==> config.mk <==
export PLATFORM = sky130hd
export DESIGN_NAME = wptr_full_lvl_flat
export DESIGN_NICKNAME = d
export VERILOG_FILES = /design/src/rtl/wptr_full_lvl_pkg.sv /design/src/rtl/wptr_full_lvl_if.sv /design/src/rtl/wptr_full_lvl_gray2bin.sv /design/src/rtl/wptr_full_lvl.sv /design/src/flat_wrapper.sv
export SDC_FILE = /design/constraint.sdc
export NUM_CORES = 1
export LEC_CHECK = 0
export CORE_ASPECT_RATIO = 1.1
export CORE_MARGIN = 10
export CORE_UTILIZATION = 50
export CTS_BUF_LIST = sky130_fd_sc_hd__clkbuf_8
export DETAILED_ROUTE_END_ITERATION = 12
export GPL_TIMING_DRIVEN = 0
export PLACE_DENSITY_LB_ADDON = 0.3
export SLEW_MARGIN = 20
export SYNTH_ARGS = -nofsm -noshare
export SYNTH_HDL_FRONTEND = slang
export SYNTH_SLANG_ARGS = --single-unit
==> constraint.sdc <==
create_clock -name wclk -period 6.1 [get_ports wclk]
set_clock_uncertainty 0.05 [all_clocks]
set_input_delay 1.22 -clock wclk [delete_from_list [all_inputs] [get_ports wclk]]
set_output_delay 1.22 -clock wclk [all_outputs]
set_load 0.02 [all_outputs]
==> src/rtl/wptr_full_lvl_pkg.sv <==
// Shared pointer helpers for the async FIFO write and read pointer controllers.
// Gray/binary conversions and depth derivation used on both clock sides.
package fifo_pkg;

    localparam int PTR_MAX_W = 32;

    function automatic int depth_of(input int addr_size);
        return 1 << addr_size;
    endfunction

    function automatic logic [PTR_MAX_W-1:0] bin2gray(
        input logic [PTR_MAX_W-1:0] b
    );
        return b ^ (b >> 1);
    endfunction

    // Only the low w bits are meaningful; upper bits are zeroed.
    function automatic logic [PTR_MAX_W-1:0] gray2bin(
        input logic [PTR_MAX_W-1:0] g,
        input int                   w
    );
        logic [PTR_MAX_W-1:0] b;
        logic                 acc;
        b   = '0;
        acc = 1'b0;
        for (int i = PTR_MAX_W - 1; i >= 0; i--) begin
            if (i < w) begin
                acc  = acc ^ g[i];
                b[i] = acc;
            end
        end
        return b;
    endfunction

endpackage

==> src/rtl/wptr_full_lvl_if.sv <==
// Write-side bundle between user logic / synchroniser and the write pointer
// controller; master drives requests, slave returns pointers and flags.
interface wptr_full_lvl_if #(
    parameter int ADDR_SIZE = 4
);

    logic                 winc;
    logic [ADDR_SIZE:0]   wq2_rptr;
    logic [ADDR_SIZE:0]   afull_lvl;
    logic                 wovf_clr;
    logic [ADDR_SIZE-1:0] waddr;
    logic [ADDR_SIZE:0]   wptr;
    logic                 wfull;
    logic                 wafull;
    logic [ADDR_SIZE:0]   wlevel;
    logic                 wovf;

    modport master (
        output winc,
        output wq2_rptr,
        output afull_lvl,
        output wovf_clr,
        input  waddr,
        input  wptr,
        input  wfull,
        input  wafull,
        input  wlevel,
        input  wovf
    );

    modport slave (
        input  winc,
        input  wq2_rptr,
        input  afull_lvl,
        input  wovf_clr,
        output waddr,
        output wptr,
        output wfull,
        output wafull,
        output wlevel,
        output wovf
    );

endinterface

==> src/rtl/wptr_full_lvl_gray2bin.sv <==
// Combinational Gray to binary converter; bit i is the XOR of all Gray
// bits from the MSB down to i.
module gray2bin #(
    parameter int W = 5
) (
    input  logic [W-1:0] gray,
    output logic [W-1:0] bin
);

    for (genvar i = 0; i < W; i++) begin : g_bit
        assign bin[i] = ^gray[W-1:i];
    end

endmodule

==> src/rtl/wptr_full_lvl.sv <==
// Write-domain pointer controller: binary/Gray write pointer, fill level,
// full / almost-full flags and a sticky overflow error.
module wptr_full_lvl
    import fifo_pkg::*;
#(
    parameter int ADDR_SIZE = 4
) (
    input  logic           wclk,
    input  logic           wrst,
    wptr_full_lvl_if.slave w
);

    localparam int W     = ADDR_SIZE + 1;
    localparam int DEPTH = depth_of(ADDR_SIZE);

    localparam logic [W-1:0] DEPTH_W = W'(DEPTH);

    logic [W-1:0] wbin;
    logic [W-1:0] wgray;
    logic [W-1:0] wlvl;
    logic         full_q;
    logic         afull_q;
    logic         ovf_q;

    logic         accept;
    logic [W-1:0] wbin_next;
    logic [W-1:0] wgray_next;
    logic [W-1:0] rbin;
    logic [W-1:0] lvl_next;

    gray2bin #(
        .W (W)
    ) u_rptr_g2b (
        .gray (w.wq2_rptr),
        .bin  (rbin)
    );

    assign accept     = w.winc & ~full_q;
    assign wbin_next  = wbin + W'(accept);
    assign wgray_next = W'(bin2gray(PTR_MAX_W'(wbin_next)));

    // Modular difference stays correct across pointer wrap.
    assign lvl_next   = wbin_next - rbin;

    always_ff @(posedge wclk or posedge wrst) begin
        if (wrst) begin
            wbin    <= '0;
            wgray   <= '0;
            wlvl    <= '0;
            full_q  <= 1'b0;
            afull_q <= 1'b0;
        end else begin
            wbin    <= wbin_next;
            wgray   <= wgray_next;
            wlvl    <= lvl_next;
            full_q  <= (lvl_next == DEPTH_W);
            afull_q <= (lvl_next >= w.afull_lvl);
        end
    end

    // A blocked write outranks a same-cycle clear so no overflow is lost.
    always_ff @(posedge wclk or posedge wrst) begin
        if (wrst) begin
            ovf_q <= 1'b0;
        end else if (w.winc & full_q) begin
            ovf_q <= 1'b1;
        end else if (w.wovf_clr) begin
            ovf_q <= 1'b0;
        end
    end

    assign w.waddr  = wbin[ADDR_SIZE-1:0];
    assign w.wptr   = wgray;
    assign w.wlevel = wlvl;
    assign w.wfull  = full_q;
    assign w.wafull = afull_q;
    assign w.wovf   = ovf_q;

endmodule

==> src/flat_wrapper.sv <==
// flat-port wrapper written by rule: the top's interface ports become plain ports
module wptr_full_lvl_flat import fifo_pkg::*;
#(
    parameter int ADDR_SIZE = 4
)
  (wclk, wrst, w_winc, w_wq2_rptr, w_afull_lvl, w_wovf_clr, w_waddr, w_wptr, w_wfull, w_wafull, w_wlevel, w_wovf);
  wptr_full_lvl_if #(.ADDR_SIZE(ADDR_SIZE)) w_i ();
  input  logic wclk;
  input  logic wrst;
  input wire logic [$bits(w_i.winc)-1:0] w_winc;
  input wire logic [$bits(w_i.wq2_rptr)-1:0] w_wq2_rptr;
  input wire logic [$bits(w_i.afull_lvl)-1:0] w_afull_lvl;
  input wire logic [$bits(w_i.wovf_clr)-1:0] w_wovf_clr;
  output wire logic [$bits(w_i.waddr)-1:0] w_waddr;
  output wire logic [$bits(w_i.wptr)-1:0] w_wptr;
  output wire logic [$bits(w_i.wfull)-1:0] w_wfull;
  output wire logic [$bits(w_i.wafull)-1:0] w_wafull;
  output wire logic [$bits(w_i.wlevel)-1:0] w_wlevel;
  output wire logic [$bits(w_i.wovf)-1:0] w_wovf;
  assign w_i.winc = w_winc;
  assign w_i.wq2_rptr = w_wq2_rptr;
  assign w_i.afull_lvl = w_afull_lvl;
  assign w_i.wovf_clr = w_wovf_clr;
  assign w_waddr = w_i.waddr;
  assign w_wptr = w_i.wptr;
  assign w_wfull = w_i.wfull;
  assign w_wafull = w_i.wafull;
  assign w_wlevel = w_i.wlevel;
  assign w_wovf = w_i.wovf;
  wptr_full_lvl #(.ADDR_SIZE(ADDR_SIZE)) u_core (.wclk(wclk), .wrst(wrst), .w(w_i));
endmodule
==> out/qor.txt <==
==================================================================================
Residual DRC ........................................................            0
Hold EP ............................................................. u_core.w.wovf
Clk sinks ...........................................................           17
Highest-delay cell along the critical path .......................... sky130_fd_sc_hd__clkdlybuf4s50_1
Count of TritonRoute iterations in the first routing pass ...........            4
TNS Setup ...........................................................         0 ps
Top-area cell type share of the netlist area ........................        44.9%
Mean post-synth cell area ...........................................    12.0 um^2
Worst-path maximum fanout ...........................................            3
Leakage Power .......................................................     0.614 nW
Power density over the cells ........................................  678 mW/mm^2
Die outline area .................................................... 0.00404 mm^2
Resized cells post-CTS ..............................................            0
Worst Setup End Kind ................................................     register
Critical path class ................................................. input pin to register
Sum of overflow across all layers after global routing ..............            0
Number of DRC markers after the initial detailed-route iteration ....            4
Synth Register Bits .................................................           17
Buffer cell driving the clock tree root ............................. sky130_fd_sc_hd__clkbuf_8
All-Layer GR Usage ..................................................        9.40%
Met3 track demand over resource .....................................        3.65%
Post-detailed-route via-to-cell ratio ...............................         4.71
Sequential standard cell area .......................................     425 um^2
Critical Path RT ....................................................      6180 ps
Relative max-transition margin ......................................        59.8%
Final design instance area without fill ............................. 0.00132 mm^2
Horizontal die dimension ............................................      61.5 um
Post-DRT Antenna Nets ...............................................            0
Standard cell area after detailed placement ......................... 0.00127 mm^2
Most frequent cell after synthesis .................................. sky130_fd_sc_hd__dfrtp_1
Cell taking the most area after synthesis ........................... sky130_fd_sc_hd__dfrtp_1
Most used flip-flop cell after synthesis ............................ sky130_fd_sc_hd__dfrtp_1
Setup repair after global routing missed its margin .................           no
Worst hold-check slack ..............................................       486 ps
Critical Path AT ....................................................      4210 ps
Hold-fix buffers at CTS .............................................            0
Global-route wire length before repair ..............................      2870 um
Post-synth ARST share ...............................................         100%
Maximum number of pins on one net before global-route repair ........           18
Synth cell types ....................................................           21
Via count of the first global-routing pass ..........................          662
List of most frequent post-synthesis cells .......................... sky130_fd_sc_hd__dfrtp_1, sky130_fd_sc_hd__inv_1, sky130_fd_sc_hd__ha_1, sky130_fd_sc_hd__xnor2_1
Count of final hold-check violations ................................            0
Number of antenna violations at the first check in global routing ...            0
Chain of cells forming the critical path ............................ clkdlybuf4s50_1 -> xnor2_2 -> xor2_2 -> xor2_2 -> xnor2_1 -> ha_1 -> fa_1 -> xnor2_1 -> ha_1 -> nor2b_1 -> o21ai_0 -> a21oi_1
Post-synthesis instance total .......................................           79
Biggest area contributors in the synthesized netlist ................ sky130_fd_sc_hd__dfrtp_1, sky130_fd_sc_hd__ha_1, sky130_fd_sc_hd__xnor2_1
Site row count ......................................................           16
Fmax achieved .......................................................      242 MHz
Clock latency of the later-clocked register in the worst-skew pair ..       250 ps
Most heavily used metal layer in global routing .....................         met2
Met1 track utilization from global routing ..........................        10.2%
Synthesized cell area ...............................................     947 um^2
Core area ........................................................... 0.00178 mm^2
Sequential-to-total area share from yosys stat ......................        44.9%
Max-Cap Viols .......................................................            0
Count of flip-flops with a built-in enable after synthesis ..........            0
Number of failing setup endpoints in the final timing report ........            0
Die Ht ..............................................................      65.7 um
Tcrit/Tclk final ....................................................        67.7%
Number of post-CTS setup repair buffers .............................            0
Hold Crit Class ..................................................... register to register
Number of input and output port buffers inserted ....................           30
Final worst slack ...................................................      1970 ps
Number of antenna diodes ............................................            0
Via count ...........................................................          617
Worst reg2reg endpoint .............................................. u_core.w.wafull
Routed wire length ..................................................      1770 um
Fill cell total of the finished layout ..............................          118
NumNets Final .......................................................          139
HPWL after DPL ......................................................      1490 um
Largest stage delay on the critical path ............................       470 ps
Initial core utilization ............................................        53.2%
Worst reg2reg startpoint ............................................ u_core.w.wfull
Count of warnings emitted by yosys ..................................            0
Count of boundary I/O pins ..........................................           31
Met2 layer usage reported by global route ...........................        15.0%
Category of the worst setup path launch point .......................    input pin
Actual transition at the worst max-transition pin ...................       602 ps
Multi-input logic area ..............................................     473 um^2
Max IR drop VDD .....................................................     0.443 mV
Hold Path Stages ....................................................            2
Num CTS Buffers .....................................................            3
Maximum level of the CTS H-tree .....................................            1
Post-synthesis net count ............................................          104
TritonCTS clock tree ................................................         done
Avg WL per Cell .....................................................      13.5 um
Pins over their slew limit ..........................................            0
Worst setup slack after placement ...................................      1680 ps
Run status .......................................................... finished, final reports clean
Share of post-route cells with drive strength above 1 ...............        10.6%
Post-layout minimum cycle time ......................................      4130 ps
Clk pin slew, worst setup/hold paths ................................        60 ps
Setup slack of the worst register-to-register path ..................      3160 ps
Maximum clock path buffer count .....................................            2
Global placer's final weighted congestion ...........................        0.737
Signed area change from the synthesized netlist to the final layout .        38.8%
HP Start ............................................................ u_core.w.wfull
Register-to-Register Path Depth .....................................           10
==================================================================================
worst max-delay path: cells and delay by family:
kind                       cells  cell delay (ps)
and+or+nand+nor                1              120
buffers and inverters          1              470
xor gates and xnor gates       5             1230
AOI/OAI and AO/OA              2              230
adders and majority gates      3              930
worst max-delay path by stage:
| stage | startpoint | to | slack [ps] | depth (start not counted) |
|---|---|---|---|---|
| after detailed placement | w_wq2_rptr[4] | u_core.w.wafull | 1680 | 12 |
| after global routing | w_wq2_rptr[4] | u_core.w.wafull | 1790 | 12 |
| final | w_wq2_rptr[4] | u_core.w.wafull | 1970 | 12 |
| after global placement | w_wq2_rptr[4] | u_core.w.wafull | 1760 | 12 |
| after CTS | w_wq2_rptr[4] | u_core.w.wafull | 1940 | 12 |
| after floorplan | w_wq2_rptr[4] | u_core.w.wafull | 2520 | 11 |
cell type report:
class,count,share of cell area [%]
multi-input cells,49,36.0
flip-flops and latches,17,32.4
repair buffers,30,22.8
inverters,13,3.71
clock buffers,3,3.14
well taps,18,1.71
clock inverters,1,0.285
flip-flops by register name (all words and copies together), names as in the netlist:
signal,cells
u_core.w.wafull,1
u_core.w.wfull,1
u_core.w.wlevel,5
u_core.w.wovf,1
u_core.w.wptr,4
u_core.wbin,5
cell families (layout without fill, tap and decap cells):
family / after synthesis / after routing / synth area share (%)
XOR/XNOR: 18 / 18 / 20.6
AND/OR/NAND/NOR: 13 / 13 / 10.0
flip-flops: 17 / 17 / 44.9
buffers and inverters: 13 / 47 / 5.15
AO/OA/AOI/OAI: 7 / 7 / 3.96
adder cells (fa/ha/maj): 11 / 11 / 15.3
layer usage:
metal | vias to the layer above | wire length [um]
li1 | 312 | -
met1 | 282 | 706
met2 | 20 | 891
met3 | 3 | 148
met4 | 0 | 23
met5 | - | 0
metrics by stage:
stage | cells | power, W | util [%]
after global placement | 127 | 0.000797 | 71.3
after floorplan | 79 | 0.000619 | -
final | 131 | 0.000892 | 73.8
after detailed placement | 127 | 0.000821 | 71.3
after CTS | 131 | 0.000903 | 73.8
after global routing | 131 | 0.000961 | 73.8
where the power goes:
| part | internal, W | total [W] | switching (W) |
|---|---|---|---|
| Sequential | 0.000179 | 0.000214 | 0.0000349 |
| Clock | 0.0000446 | 0.0000807 | 0.0000360 |
| Combinational | 0.000281 | 0.000597 | 0.000316 |
cell usage in the layout, fill, tap and decap left out, drive strengths merged:
cell           count
inv               14
xnor2             12
fa                 1
nor2               2
o21ai              3
dfrtp             17
a21oi              3
clkbuf             3
nor2b              3
nand2              2
nand2b             2
ha                10
xor2               6
nor4b              1
nand3              2
clkdlybuf4s50     30
and2               1
a21o               1
Note: power is estimated with default switching activity, not from simulation.
